$ cat config.mk
export PLATFORM = sky130hd
export DESIGN_NAME = div_issue_ctrl
export DESIGN_NICKNAME = d
export VERILOG_FILES = /design/src/rtl/div_issue_ctrl.sv
export SDC_FILE = /design/constraint.sdc
export NUM_CORES = 1
export LEC_CHECK = 0
export ABC_AREA = 0
export CAP_MARGIN = 20
export CELL_PAD_IN_SITES_DETAIL_PLACEMENT = 1
export CELL_PAD_IN_SITES_GLOBAL_PLACEMENT = 1
export CORE_MARGIN = 5
export CORE_UTILIZATION = 29
export CTS_CLUSTER_DIAMETER = 50
export CTS_CLUSTER_SIZE = 30
export DETAILED_ROUTE_END_ITERATION = 10
export PLACE_DENSITY = 0.74
export SLEW_MARGIN = 0
export SYNTH_ARGS = -nofsm -noshare
export SYNTH_HDL_FRONTEND = slang
export SYNTH_SLANG_ARGS = --single-unit
$ cat constraint.sdc
create_clock -name cpu_clk_50M -period 5.34 [get_ports cpu_clk_50M]
set_input_delay 1.602 -clock cpu_clk_50M [delete_from_list [all_inputs] [get_ports cpu_clk_50M]]
set_output_delay 1.602 -clock cpu_clk_50M [all_outputs]
set_load 0.005 [all_outputs]
$ cat src/rtl/div_issue_ctrl.sv
// EX-stage issue/writeback controller for the iterative 32-bit divider.
// Holds start until ready, stalls EX meanwhile, pulses HI/LO write; drains the divider on flush.
module div_issue_ctrl #(
  parameter int WATCHDOG_CYCLES = 48
) (
  input  logic        cpu_clk_50M,
  input  logic        cpu_rst,
  input  logic        ex_div_valid,
  input  logic        ex_div_signed,
  input  logic [31:0] ex_opdata1,
  input  logic [31:0] ex_opdata2,
  input  logic        flush,
  input  logic        div_ready_i,
  input  logic [63:0] div_res_i,
  output logic        div_start_o,
  output logic        signed_div_o,
  output logic [31:0] div_opdata1_o,
  output logic [31:0] div_opdata2_o,
  output logic        stall_req_o,
  output logic        hilo_we_o,
  output logic [31:0] hi_o,
  output logic [31:0] lo_o,
  output logic        div_timeout_o
);

  localparam int CW = $clog2(WATCHDOG_CYCLES + 1);

  typedef enum logic [1:0] {IDLE, BUSY, DONE, ABORT} state_t;

  state_t          state;
  state_t          state_nxt;
  logic            launch;
  logic            capture;
  logic            kill;
  logic [CW-1:0]   wd_cnt;

  always_ff @(posedge cpu_clk_50M or posedge cpu_rst) begin
    if (cpu_rst) state <= IDLE;
    else         state <= state_nxt;
  end

  always_comb begin
    state_nxt   = state;
    stall_req_o = 1'b0;
    launch      = 1'b0;
    capture     = 1'b0;
    case (state)
      IDLE: begin
        if (ex_div_valid && !flush) begin
          stall_req_o = 1'b1;
          launch      = 1'b1;
          state_nxt   = BUSY;
        end
      end
      BUSY: begin
        // Ready wins over a same-cycle flush; the kill flag then blocks the write.
        if (div_ready_i) begin
          capture   = 1'b1;
          state_nxt = DONE;
        end else if (flush) begin
          state_nxt = ABORT;
        end else begin
          stall_req_o = 1'b1;
        end
      end
      DONE: begin
        stall_req_o = ex_div_valid;
        state_nxt   = IDLE;
      end
      ABORT: begin
        stall_req_o = ex_div_valid;
        if (div_ready_i) state_nxt = DONE;
      end
      default: state_nxt = IDLE;
    endcase
  end

  assign hilo_we_o = (state == DONE) && !kill;

  always_ff @(posedge cpu_clk_50M or posedge cpu_rst) begin
    if (cpu_rst) begin
      div_start_o   <= 1'b0;
      signed_div_o  <= 1'b0;
      div_opdata1_o <= '0;
      div_opdata2_o <= '0;
      hi_o          <= '0;
      lo_o          <= '0;
      kill          <= 1'b0;
    end else begin
      if (launch) begin
        div_start_o   <= 1'b1;
        signed_div_o  <= ex_div_signed;
        div_opdata1_o <= ex_opdata1;
        div_opdata2_o <= ex_opdata2;
      end else if (state_nxt == DONE) begin
        div_start_o <= 1'b0;
      end
      if (capture) begin
        hi_o <= div_res_i[63:32];
        lo_o <= div_res_i[31:0];
      end
      if (state_nxt == DONE) kill <= (state == ABORT) || flush;
    end
  end

  // Saturating wait counter; the sticky flag sets on the edge the count reaches the limit.
  always_ff @(posedge cpu_clk_50M or posedge cpu_rst) begin
    if (cpu_rst) begin
      wd_cnt        <= '0;
      div_timeout_o <= 1'b0;
    end else if (state == BUSY || state == ABORT) begin
      if (wd_cnt != CW'(WATCHDOG_CYCLES)) wd_cnt <= wd_cnt + CW'(1);
      if (wd_cnt == CW'(WATCHDOG_CYCLES - 1)) div_timeout_o <= 1'b1;
    end else begin
      wd_cnt <= '0;
    end
  end

endmodule

==> metrics <==
register bit count reported by yosys 140; final setup fails 0; unrepaired setup endpoints after global routing no; final period utilization 87.6%; Switching Share 25.6%; Avg Synthesized Cell Area 17.1 um2; initial antenna violation count 0; Cell variety after synth 29; Total Power 4340 uW; crit-path max FO 3; P_sw 1110 uW; Synth Net Count 463; synthesized area 0.00559 mm2; P_leak 0.00395 uW; post-route cell area 0.00910 mm2; first-pass GRT wire length 25.7 mm; dpl hpwl 12.6 mm; layout cells sized above 1 27.5%; Seq/Total Area, Yosys 62.7%; Final Max Slew Viols 0; Resized Gates After CTS 0; outcome complete, no violations; antenna-violating nets left 0; startpoint types input port; yosys warns 0; post-synth top area cell dfrtp_1; Clk pwr share 27.3%; number of flops mapped to enable cells by yosys 0; P_int 3230 uW; Skew-Pair Late Insertion Delay 0.41 ns; WL final 16.6 mm; GRT overflow 0; top-area cell type share of the netlist area 62.7%; top achievable clock speed 214 MHz; worst min path class flip-flop to flip-flop; Clock Tree Buf Depth 2; Final #Nets 738; Worst Skew 0.00809 ns; Seq pwr share 38.1%; Crit Path Category input port to primary output; row cnt 50; CTS tree yes; Layout area overhead 62.8%; Die W 149 um; WL per Instance 18.9 um; worst hold slack 0.484 ns; Critical Path AT 3.08 ns; die area 0.0221 mm2; Total GRT Usage 14.8%; clock root buffer clkbuf_16; vias in the first global route 4555; setup_tns 0 ns; PortBufs 266; post-DR vias/cell 4.37; Clock Sinks 140; postcts setup bufs 0; asr flop ratio synth 100%; Die Y 149 um; Final min period 4.68 ns; Core Area 0.0188 mm2; via count 3827; R2R Setup Slk 3.00 ns; IO Pins 267; Main synth FF type dfrtp_1; Max Cap Viol 0; Iter 0 DRT Violations 82; Slew Limit Headroom 38.3%; 1st-pass router iterations 4; pwr dens 477 mW/mm2; final hold vios 0; H-tree depth 4; WP data required 3.74 ns; TritonCTS Buffers 17; largest net degree at the start of global routing 73; Peak VDD IR 0.199 mV; # hold bufs at CTS 0; Synth area leaders dfrtp_1 (63%), mux2_4 (16%), mux2_2 (14%); Post-Syn Instances 327; Worst setup EP type primary output; GPL Wtd Cong 0.743; placement-stage cell area 0.00851 mm2; diode count 0; Slew @ Worst Pin 0.926 ns; Initial Utilization 29.7%; fin util 48.3%; remaining routing DRC violations 0; Combinational Power Share 34.6%; Worst-path clk slew 0.06 ns
cells in the mapped netlist, drive strengths merged, types with 2 or more instances:
library cell,instances
and2,2
buf,14
dfrtp,140
ha,2
inv,4
mux2,129
mux2i,2
nand2,8
nand2b,2
nand3,3
nor2,3
o21ai,3
o31ai,2
xnor2,2
final cells by class:
class,instances,area [um2]
Tap cell,260,325
Sequential cell,140,3500
Clock inverter,12,135
Timing Repair Buffer,271,2710
Multi-Input combinational cell,168,1950
Inverter,4,18.8
Fill cell,1862,9730
Clock buffer,20,457
cells in the final DEF (no fill, tap or decap), drive strengths merged:
master / count
a21boi: 1
a21o: 1
and2: 2
and3: 1
buf: 5
bufinv: 2
clkbuf: 20
clkdlybuf4s50: 266
clkinv: 3
clkinvlp: 5
dfrtp: 140
ha: 2
inv: 6
mux2: 129
mux2i: 2
nand2: 8
nand2b: 2
nand3: 3
nand4: 1
nor2: 3
nor3b: 1
nor4b: 1
o21ai: 3
o31a: 1
o31ai: 2
or2: 1
or3: 1
xnor2: 2
xor2: 1
routing by layer:
layer  vias to the layer above  share of wire (%)  track usage, %
met3                        13                9.4            6.29
met5                         -                  0               0
met2                       182                 50            25.5
met1                      1939                 39            17.0
li1                       1693                  -               -
met4                         0                1.0            4.03
registers in the layout, summed over array words and instances, names as in the netlist:
name           cells
div_opdata1_o     32
div_opdata2_o     32
hi_o              32
lo_o              32
wd_cnt             6
state              2
div_start_o        1
div_timeout_o      1
kill               1
signed_div_o       1
critical path, stage by stage:
cell and delay (ns):
clkdlybuf4s50_1 0.46, nand2b_1 0.19, o31ai_1 0.26, clkdlybuf4s50_1 0.56
logic make-up (layout without fill, tap and decap cells):
kind of cell | after synthesis | after routing | share of synthesized area [%]
compound gates | 8 | 8 | 0.963
xor+xnor | 3 | 3 | 0.470
fa+ha+maj | 2 | 2 | 0.448
buf+inv | 19 | 307 | 2.55
flops | 140 | 140 | 62.7
mux | 131 | 131 | 30.4
simple gates | 24 | 24 | 2.51
stage by stage:
stage / setup slack (ns) / std cells
6_report: 0.662 / 875
5_1_grt: 0.611 / 875
3_5_place_dp: 0.645 / 843
4_1_cts: 0.645 / 875
3_3_place_gp: 0.740 / 843
2_1_floorplan: 1.77 / 327
final timing paths:
kind                                            to                    start  depth (start not counted)
max                                    stall_req_o              div_ready_i                          4
min                        div_start_o$_DFFE_PP0P_  div_start_o$_DFFE_PP0P_                          1
max reg2reg                   hi_o[21]$_DFFE_PP0P_       state[0]$_DFF_PP0_                          4
min reg2reg                div_start_o$_DFFE_PP0P_  div_start_o$_DFFE_PP0P_                          1
max in group asynchronous      hi_o[4]$_DFFE_PP0P_                  cpu_rst                          3
min in group asynchronous     hi_o[25]$_DFFE_PP0P_                  cpu_rst                          2
power groups by stage:
stage / Clock (uW) / Combinational (uW) / Sequential, uW
2_1_floorplan: 0 / 518 / 1660
3_3_place_gp: 0 / 1490 / 1640
5_1_grt: 1270 / 1590 / 1700
6_report: 1190 / 1500 / 1650
3_5_place_dp: 0 / 1520 / 1670
4_1_cts: 1220 / 1530 / 1660
(Power assumes the default switching activity.)
